--- config.mk ---
export PLATFORM = sky130hd
export DESIGN_NAME = dmem_arbiter
export DESIGN_NICKNAME = d
export VERILOG_FILES = /design/src/rtl/sys_defs.sv /design/src/rtl/rr_arbiter2.sv /design/src/rtl/dmem_arbiter.sv
export SDC_FILE = /design/constraint.sdc
export NUM_CORES = 1
export LEC_CHECK = 0
export BUFFER_PORTS_ARGS = -buffer_cell sky130_fd_sc_hd__buf_2
export CORE_UTILIZATION = 46
export CTS_BUF_LIST = sky130_fd_sc_hd__clkbuf_4 sky130_fd_sc_hd__clkbuf_8 sky130_fd_sc_hd__clkbuf_16
export DETAILED_ROUTE_END_ITERATION = 8
export PLACE_DENSITY = 0.84
export SETUP_SLACK_MARGIN = 0.05
export SYNTH_ARGS = -nofsm -noshare
export SYNTH_HDL_FRONTEND = slang
export SYNTH_SLANG_ARGS = --single-unit
--- constraint.sdc ---
create_clock -name clk_i -period 2 [get_ports clk_i]
set_clock_uncertainty 0.15 [all_clocks]
set_input_delay 0.2 -clock clk_i [delete_from_list [all_inputs] [get_ports clk_i]]
set_output_delay 0.2 -clock clk_i [all_outputs]
set_load 0.005 [all_outputs]
--- src/rtl/sys_defs.sv ---
// sys_defs: shared bus command, memory size, FU packet and memory tag types
package sys_defs;
  localparam int XLEN = 32;
  localparam int MEM_TAG_W = 4;
  typedef enum logic [1:0] {
    BUS_NONE  = 2'h0,
    BUS_LOAD  = 2'h1,
    BUS_STORE = 2'h2
  } BUS_COMMAND;
  typedef enum logic [1:0] {
    BYTE   = 2'h0,
    HALF   = 2'h1,
    WORD   = 2'h2,
    DOUBLE = 2'h3
  } MEM_SIZE;
  typedef struct packed {
    BUS_COMMAND      cmd;
    logic [XLEN-1:0] addr;
    logic [XLEN-1:0] data;
    MEM_SIZE         size;
  } FU_MEM_PACKET;
endpackage

--- src/rtl/rr_arbiter2.sv ---
// rr_arbiter2: two-client (store/load) selector, round-robin or store-first fixed priority
// ports: clk_i/rst_ni clock and async active-low reset; store_req_i/load_req_i requests;
//        update_i records the current winner; grant_load_o high when load wins (store otherwise)
module rr_arbiter2 #(
  parameter bit RR_ARB = 1'b1
) (
  input  logic clk_i,
  input  logic rst_ni,
  input  logic store_req_i,
  input  logic load_req_i,
  input  logic update_i,
  output logic grant_load_o
);
  logic last_load_q;
  // a last grant of "load" is the reset value so store wins the first contest
  always_comb grant_load_o = load_req_i & (~store_req_i | (RR_ARB & ~last_load_q));
  always_ff @(posedge clk_i or negedge rst_ni)
    if (!rst_ni) last_load_q <= 1'b1;
    else if (update_i) last_load_q <= grant_load_o;
endmodule

--- src/rtl/dmem_arbiter.sv ---
// dmem_arbiter: shares one data-memory port between a load and a store client
// ports: clk_i/rst_ni clock and async active-low reset; load_/store_ req and packet inputs;
//        flush_i squashes the load; Dmem2proc_* memory accept tag, return data and tag;
//        proc2Dmem_* bus command/addr/data/size; load_ack_o/store_ack_o done pulses;
//        load_data_o raw returned data; busy_o high outside IDLE
module dmem_arbiter
  import sys_defs::*;
#(
  parameter bit RR_ARB = 1'b1
) (
  input  logic                 clk_i,
  input  logic                 rst_ni,
  input  logic                 load_req_i,
  input  FU_MEM_PACKET         load_mem_packet_i,
  input  logic                 store_req_i,
  input  FU_MEM_PACKET         store_mem_packet_i,
  input  logic                 flush_i,
  input  logic [MEM_TAG_W-1:0] Dmem2proc_response_i,
  input  logic [XLEN-1:0]      Dmem2proc_data_i,
  input  logic [MEM_TAG_W-1:0] Dmem2proc_tag_i,
  output BUS_COMMAND           proc2Dmem_command_o,
  output logic [XLEN-1:0]      proc2Dmem_addr_o,
  output logic [XLEN-1:0]      proc2Dmem_data_o,
  output MEM_SIZE              proc2Dmem_size_o,
  output logic                 load_ack_o,
  output logic                 store_ack_o,
  output logic [XLEN-1:0]      load_data_o,
  output logic                 busy_o
);
  typedef enum logic [1:0] {IDLE, ISSUE, WAIT_DATA, ACK} state_e;
  state_e               state_q, state_d;
  FU_MEM_PACKET         pkt_q, pkt_d;
  logic                 is_load_q, is_load_d;
  logic                 squash_q, squash_d;
  logic [MEM_TAG_W-1:0] tag_q, tag_d;
  logic [XLEN-1:0]      load_data_q, load_data_d;
  logic                 load_eff, grant_load, grant;
  logic                 drop;
  // a load raised together with flush is already squashed and never competes
  always_comb load_eff = load_req_i & ~flush_i;
  always_comb grant = (state_q == IDLE) & (store_req_i | load_eff);
  always_comb drop = squash_q | flush_i;
  rr_arbiter2 #(.RR_ARB(RR_ARB)) u_rr (
    .clk_i        (clk_i),
    .rst_ni       (rst_ni),
    .store_req_i  (store_req_i),
    .load_req_i   (load_eff),
    .update_i     (grant),
    .grant_load_o (grant_load)
  );
  always_comb begin
    state_d     = state_q;
    pkt_d       = pkt_q;
    is_load_d   = is_load_q;
    squash_d    = squash_q;
    tag_d       = tag_q;
    load_data_d = load_data_q;
    case (state_q)
      IDLE: if (grant) begin
        state_d   = ISSUE;
        is_load_d = grant_load;
        pkt_d     = grant_load ? load_mem_packet_i : store_mem_packet_i;
      end
      ISSUE:
        if (is_load_q & flush_i) state_d = IDLE;
        else if (Dmem2proc_response_i != '0) begin
          tag_d   = Dmem2proc_response_i;
          state_d = is_load_q ? WAIT_DATA : ACK;
        end
      WAIT_DATA: begin
        // a squashed load still waits for its tag so memory is drained
        squash_d = drop;
        if (tag_q != '0 && Dmem2proc_tag_i == tag_q) begin
          state_d     = ACK;
          load_data_d = drop ? load_data_q : Dmem2proc_data_i;
        end
      end
      default: begin
        state_d  = IDLE;
        tag_d    = '0;
        squash_d = 1'b0;
      end
    endcase
  end
  always_ff @(posedge clk_i or negedge rst_ni)
    if (!rst_ni) begin
      state_q     <= IDLE;
      pkt_q       <= '0;
      is_load_q   <= 1'b0;
      squash_q    <= 1'b0;
      tag_q       <= '0;
      load_data_q <= '0;
    end else begin
      state_q     <= state_d;
      pkt_q       <= pkt_d;
      is_load_q   <= is_load_d;
      squash_q    <= squash_d;
      tag_q       <= tag_d;
      load_data_q <= load_data_d;
    end
  // a load being flushed in ISSUE must not put a command on the bus that cycle
  always_comb proc2Dmem_command_o = (state_q == ISSUE && !(is_load_q && flush_i)) ? pkt_q.cmd : BUS_NONE;
  always_comb proc2Dmem_addr_o = pkt_q.addr;
  always_comb proc2Dmem_data_o = pkt_q.data;
  always_comb proc2Dmem_size_o = pkt_q.size;
  always_comb load_ack_o = (state_q == ACK) & is_load_q & ~drop;
  always_comb store_ack_o = (state_q == ACK) & ~is_load_q;
  always_comb load_data_o = load_data_q;
  always_comb busy_o = state_q != IDLE;
endmodule

==> results of run 1 <==
-- layout by cell type (no fill, tap or decap), drive strengths merged --
cell,instances
buf,299
dfrtp,108
dlygate4sd3,95
nand2,74
o21ai,72
mux2i,68
mux2,32
clkbuf,12
nor2,4
a22o,4
xor2,4
a21oi,3
nor4,3
nand3,3
inv,2
clkinv,2
bufinv,2
and2,2
diode,1
or2,1
a211oi,1
nor4b,1
nor2b,1
o21bai,1
nor3,1
a211o,1
nand2b,1
dfstp,1
-- registers in the layout (all words and copies together), names as in the netlist --
name,flops
is_load_q,1
proc2Dmem_addr_o,32
squash_q,1
tag_q,4
load_data_o,32
pkt_q,2
proc2Dmem_data_o,32
state_q,2
proc2Dmem_size_o,2
u_rr.last_load_q,1
-- per-stage QoR --
| stage | cell area [um^2] | utilization | TNS, ns | setup slack (ns) |
|---|---|---|---|---|
| floorplan | 5400 | - | 0 | 0.283 |
| global placement | 6530 | 0.572 | 0 | 0.0771 |
| detailed placement | 6530 | 0.572 | 0 | 0.0913 |
| CTS | 7820 | 0.685 | 0 | 0.00922 |
| global route | 7860 | 0.688 | -0.0418 | -0.0412 |
| finish | 7860 | 0.689 | 0 | 0.0413 |
-- area by class of cell --
type                       instances  area (um^2)
sequential                       109         2730
multi-input combinational        277         2050
clock inverter                     4         70.1
inverter                           2         7.51
tap                              143          179
clock buffer                      12          260
fill                             796         3550
timing repair buffer             394         2560
antenna                            1         2.50
-- critical path, cell delays in order (launching register included) --
cell	delay, ns
dfrtp_1	0.44
buf_6	0.16
a211oi_4	0.28
buf_4	0.16
and2_4	0.12
buf_6	0.09
-- power by group --
group	internal, mW	switching, mW
clock network	1.18	0.787
logic	1.89	1.74
registers	3.25	0.671
total	6.32	3.20
-- worst max path at each step --
stage,from,endpoint,slack [ns],cells past startpoint
CTS,state_q[1],proc2Dmem_command_o[0],0.009,5
global placement,state_q[1],proc2Dmem_command_o[0],0.08,5
floorplan,state_q[0],load_data_o[10],0.28,5
finish,state_q[1],proc2Dmem_command_o[0],0.04,5
detailed placement,state_q[1],proc2Dmem_command_o[0],0.09,5
global route,state_q[1],proc2Dmem_command_o[0],-0.04,5
-- cell families (layout without fill, tap and decap cells) --
family / count (synthesis) / in the layout / share of synthesized area
DFF: 109 / 109 / 0.506
muxes: 100 / 100 / 0.214
buffers and inverters: 93 / 412 / 0.119
and+or+nand+nor: 91 / 91 / 0.0724
AOI/OAI and AO/OA: 82 / 82 / 0.0826
xor gates and xnor gates: 4 / 4 / 0.00649
other: 0 / 1 / 0
-- repair_timing --
| action | in CTS | in global routing |
|---|---|---|
| endpoints found under the setup margin | 2 | 31 |
| hold buffers | 95 | 0 |
| setup buffers | 0 | 3 |
| hold endpoints to repair | 139 | 0 |
| pin swaps | 0 | 3 |
| gates cloned | 0 | 0 |
| resized for setup | 2 | 5 |
-- metal layers --
layer  track usage  part of all wire  wire length [um]
met2         0.478              0.53              8600
met3        0.0558             0.069              1110
met4        0.0977             0.020               330
met1         0.290              0.38              6090
met5             0                 0                 0
==> impl_results.md, run 1 <==
* DRT iter0 DRCs at 242
* Max Transition Viols Final at 0
* HPWL after detailed placement at 9780 um
* Ys async rst share at 1.00
* Number of max-cap violations at 0
* Peak VDD IR at 0.00107 V
* Syn_area_per_cell at 11.3 um^2
* Die ar. at 12,200 um^2
* Initial Util at 0.472
* R2R Setup Slk at 0.13 ns
* Post-synth top flop: dfrtp_1
* Via Count at 4,679
* IO Count at 284
* CTS H-tree depth at 3
* CTS tree: done
* Minimum clock period at 1.96 ns
* Routed WL per cell at 17.1 um
* Critical Path Source Type: flop
* GPL Wtd Cong at 0.791
* Hold WS at -0.00522 ns
* Register area share after synthesis at 0.506
* Core region area at 11,400 um^2
* 1st-pass router iterations at 5
* Initial antenna violation count at 1
* Row cnt at 39
* Slew of the pin with the lowest slew margin at 0.514 ns
* Vias in the first global route at 4,728
* Clk slew on worst S/H paths at 0.07 ns
* Fin. Hold Viols at 1
* Finished Layout Cells at 942
* Synth Register Bits at 109
* Synth top area share at 0.501
* Share of layout cells above drive strength 1 at 0.447
* Max Buffers Root-to-Sink at 2
* Arr. time, crit path at 1.61 ns
* Worst r2r dst: proc2Dmem_data_o[7]
* Syn nets at 660
* Setup CP Type: flop to primary output
* Nets@finish at 974
* Cell with the most instances after synthesis: dfrtp_1
* Post-synth EDFFs at 0
* Top achievable clock speed at 0.511 GHz
* GRT overflow at 0
* Area grow syn2layout at 45.8%
* Total CTS buffers at 9
* Via density at 4.97
* First-pass GRT wire length at 23,600 um
* Hold_sp: load_mem_packet_i[41]
* Largest net degree at the start of global routing at 141
* Dpl cells at 827
* Crit Path Max Fanout at 6
* Remaining antenna violation count at 0
* Worst-Skew Late Latency at 0.35 ns
* CP Capture Type: primary output
* Pleak at 4.49 nW
* Residual DRC at 0
* RSZ-0062 raised after global routing: yes
* Leading area contributor after synthesis: dfrtp_1
* Power per cell area at 1210 nW/um^2
* Failing checks: hold timing
* Overall routed net length at 16,100 um
* Final setup vio count at 0
* Hold Crit Endpoint: proc2Dmem_addr_o[7]
* Synthesized instance count at 479
* Gr usage total at 0.259
* CTS root buf: clkbuf_16
* Fin crit share at 0.979
* Hold depth at 3
* Worst R2R Path Depth at 6
* Synthesis Warnings at 0
* Dominant cells by area after synthesis: dfrtp_1 50%, mux2i_1 13%, buf_4 9.2%, mux2_4 8.3%, o21ai_0 6.6%
* Worst path required time at 1.65 ns
* Clock sink total at 109
* Die Span Y at 110 um
* Most instantiated cells after synthesis: 108 x dfrtp_1, 74 x nand2_1, 71 x o21ai_0, 68 x mux2i_1, 66 x buf_4
* Post-synthesis cell area at 5400 um^2
* Worst slew margin at 0.658
* Unique masters post-synth at 30
* Worst Hold Class: input port to flop
* RR Startpoint: state_q[0]
* Port bufs at 283
* Die W at 110 um
* Outcome: finished with violations
* Pwr Total at 9.52 mW
(Power assumes the default switching activity.)
==> inputs of run 2 (changes only) <==
--- a/config.mk
+++ b/config.mk
@@ -6,6 +6,7 @@
 export NUM_CORES = 1
 export LEC_CHECK = 0
 export BUFFER_PORTS_ARGS = -buffer_cell sky130_fd_sc_hd__buf_2
+export CORE_ASPECT_RATIO = 0.75
 export CORE_UTILIZATION = 46
 export CTS_BUF_LIST = sky130_fd_sc_hd__clkbuf_4 sky130_fd_sc_hd__clkbuf_8 sky130_fd_sc_hd__clkbuf_16
 export DETAILED_ROUTE_END_ITERATION = 8
==> run 2 against run 1 <==
Compared with the run above: the run still ends with hold timing left; final area down 4.9%; first-iteration DRC count down 59%; critical path type is now flop to flop; largest cell class unchanged; highest routed layer unchanged; global-route usage down 3.1 points.
==> impl_results.md, run 2 (synthesized netlist as in run 1, its figures left out) <==
* 1st-pass router iterations at 7 (was 5)
* Worst Hold Class: input port to flop (unchanged)
* Residual DRC at 0 (unchanged)
* Most frequent cells in the layout: 282 x buf_2, 108 x dfrtp_1, 73 x nand2_1 (was 281 x buf_2, 108 x dfrtp_1, 95 x dlygate4sd3_1)
* Final setup vio count at 0 (unchanged)
* Die W at 127 um (was 110 um)
* CTS H-tree depth at 3 (unchanged)
* Via density at 4.76 (was 4.97)
* HPWL after detailed placement at 9420 um (was 9780 um)
* Remaining antenna violation count at 0 (unchanged)
* Number of max-cap violations at 0 (unchanged)
* P_sw at 3.10 mW (was 3.20 mW)
* DRT iter0 DRCs at 99 (was 242)
* Top achievable clock speed at 0.548 GHz (was 0.511 GHz)
* Crit Path Max Fanout at 12 (was 6)
* Die ar. at 12,200 um^2 (about the same)
* Peak VDD IR at 0.000539 V (was 0.00107 V)
* Dpl cells at 839 (was 827)
* GPL Wtd Cong at 0.836 (was 0.791)
* Internal at 5.93 mW (was 6.32 mW)
* Clk slew on worst S/H paths at 0.08 ns (was 0.07 ns)
* Final Util at 0.669 (was 0.689)
* Max Transition Viols Final at 0 (unchanged)
* Core region area at 11,200 um^2 (was 11,400 um^2)
* Clock sink total at 109 (unchanged)
* CTS root buf: clkbuf_16 (unchanged)
* Sw Ratio at 0.343 (was 0.336)
* Overall routed net length at 14,000 um (was 16,100 um)
* Minimum clock period at 1.82 ns (was 1.96 ns)
* Worst path required time at 2.07 ns (was 1.65 ns)
* Power per cell area at 1210 nW/um^2 (about the same)
* CTS tree: done (unchanged)
* Vias in the first global route at 4,463 (was 4,728)
* Port bufs at 283 (unchanged)
* Gr usage total at 0.228 (was 0.259)
* Row cnt at 33 (was 39)
* Post-CTS setup buffers at 0 (unchanged)
* Outcome: finished with violations (unchanged)
* Largest net degree at the start of global routing at 101 (was 141)
* Total CTS buffers at 9 (unchanged)
* Worst-Skew Late Latency at 0.34 ns (was 0.35 ns)
* Slew of the pin with the lowest slew margin at 0.514 ns (about the same)
* Hold WS at -0.00404 ns (was -0.00522 ns)
* Failing checks: hold timing (unchanged)
* Final WS setup at 0.176 ns (was 0.0413 ns)
* First-pass GRT wire length at 21,300 um (was 23,600 um)
* CP Capture Type: flop (was primary output)
* Comb pwr share at 0.385 (was 0.382)
* Setup CP Type: flop to flop (was flop to primary output)
* Initial Util at 0.482 (was 0.472)
* Sequential power share at 0.428 (was 0.412)
* Arr. time, crit path at 1.90 ns (was 1.61 ns)
* Setup tns final at 0 ns (unchanged)
* Nets@finish at 939 (was 974)
* Worst slew margin at 0.654 (was 0.658)
* Pleak at 4.31 nW (was 4.49 nW)
* Clk pwr share at 0.187 (was 0.206)
* Routed WL per cell at 15.2 um (was 17.1 um)
* IO Count at 284 (unchanged)
* Die Span Y at 95.8 um (was 110 um)
* Critical Path Source Type: flop (unchanged)
* Final instance area at 7480 um^2 (was 7860 um^2)
* Placement Setup Slack at 0.225 ns (was 0.0913 ns)
* Finished Layout Cells at 921 (was 942)
* Initial antenna violation count at 1 (unchanged)
* Share of layout cells above drive strength 1 at 0.459 (was 0.447)
* Area grow syn2layout at 38.7% (was 45.8%)
* Pwr Total at 9.02 mW (was 9.52 mW)
* Via Count at 4,382 (was 4,679)
* Fin. Hold Viols at 1 (unchanged)
* RSZ-0062 raised after global routing: no (was yes)
* Max Buffers Root-to-Sink at 2 (unchanged)
* Fin crit share at 0.912 (was 0.979)
* DP Area at 6540 um^2 (was 6530 um^2)
* GRT overflow at 0 (unchanged)
* Commonest non-fill, non-tap cell in the layout: buf_2 (unchanged)
run 2: cell types whose count changed in the layout (fill, tap and decap cells not counted), moves of 2 or more:
cell / change
dlygate4sd3_1: -30
buf_4: -5
buf_6: -2
bufinv_16: -2
clkbuf_8: -2
clkinv_4: +2
clkinvlp_4: +2
run 2: final cells by class:
class / count / area, um^2
inverter: 2 / 7.51
multi-input combinational: 277 / 2040
antenna: 1 / 2.50
timing repair buffer: 359 / 2230
clock buffer: 9 / 225
tap: 157 / 196
fill: 829 / 3710
clock inverter: 7 / 57.6
sequential: 109 / 2730
run 2: worst paths after layout:
kind                                             from              endpoint  slack [ns]  cells after the start
worst max-delay path                       state_q[1]        load_data_o[4]        0.18                      5
worst min-delay path            load_mem_packet_i[49]  proc2Dmem_addr_o[15]      -0.004                      3
worst max register to register             state_q[1]        load_data_o[4]        0.18                      5
worst min register to register    proc2Dmem_data_o[0]   proc2Dmem_data_o[0]        0.33                      2
max in group asynchronous                      rst_ni      u_rr.last_load_q        1.07                      3
min in group asynchronous                      rst_ni  proc2Dmem_addr_o[27]        0.08                      2
run 2: per-layer routing:
metal / up-vias / wire length (um) / global-route usage
li1: 2119 / - / -
met1: 2037 / 5380 / 0.247
met2: 192 / 7190 / 0.420
met3: 34 / 1010 / 0.0656
met4: 0 / 410 / 0.100
met5: - / 0 / 0
run 2: power by group through the flow:
stage | logic (mW) | registers (mW) | clock network (mW)
after floorplan | 2.61 | 3.78 | 0
after global placement | 3.21 | 3.80 | 0
after detailed placement | 3.37 | 3.85 | 0
after CTS | 3.46 | 3.83 | 1.74
after global routing | 3.86 | 4.00 | 1.83
final | 3.47 | 3.86 | 1.69
run 2: repair_timing:
action,in CTS,in global routing
hold endpoints to repair,160,0
hold buffers,65,0
resized for setup,0,2
setup endpoints to repair,0,6
run 2: critical path, cell delays in order, from the launching register on:
cell	delay, ns
dfrtp_1	0.51
nand2b_4	0.09
nor4_2	0.26
nand3_2	0.14
buf_4	0.23
mux2_4	0.32
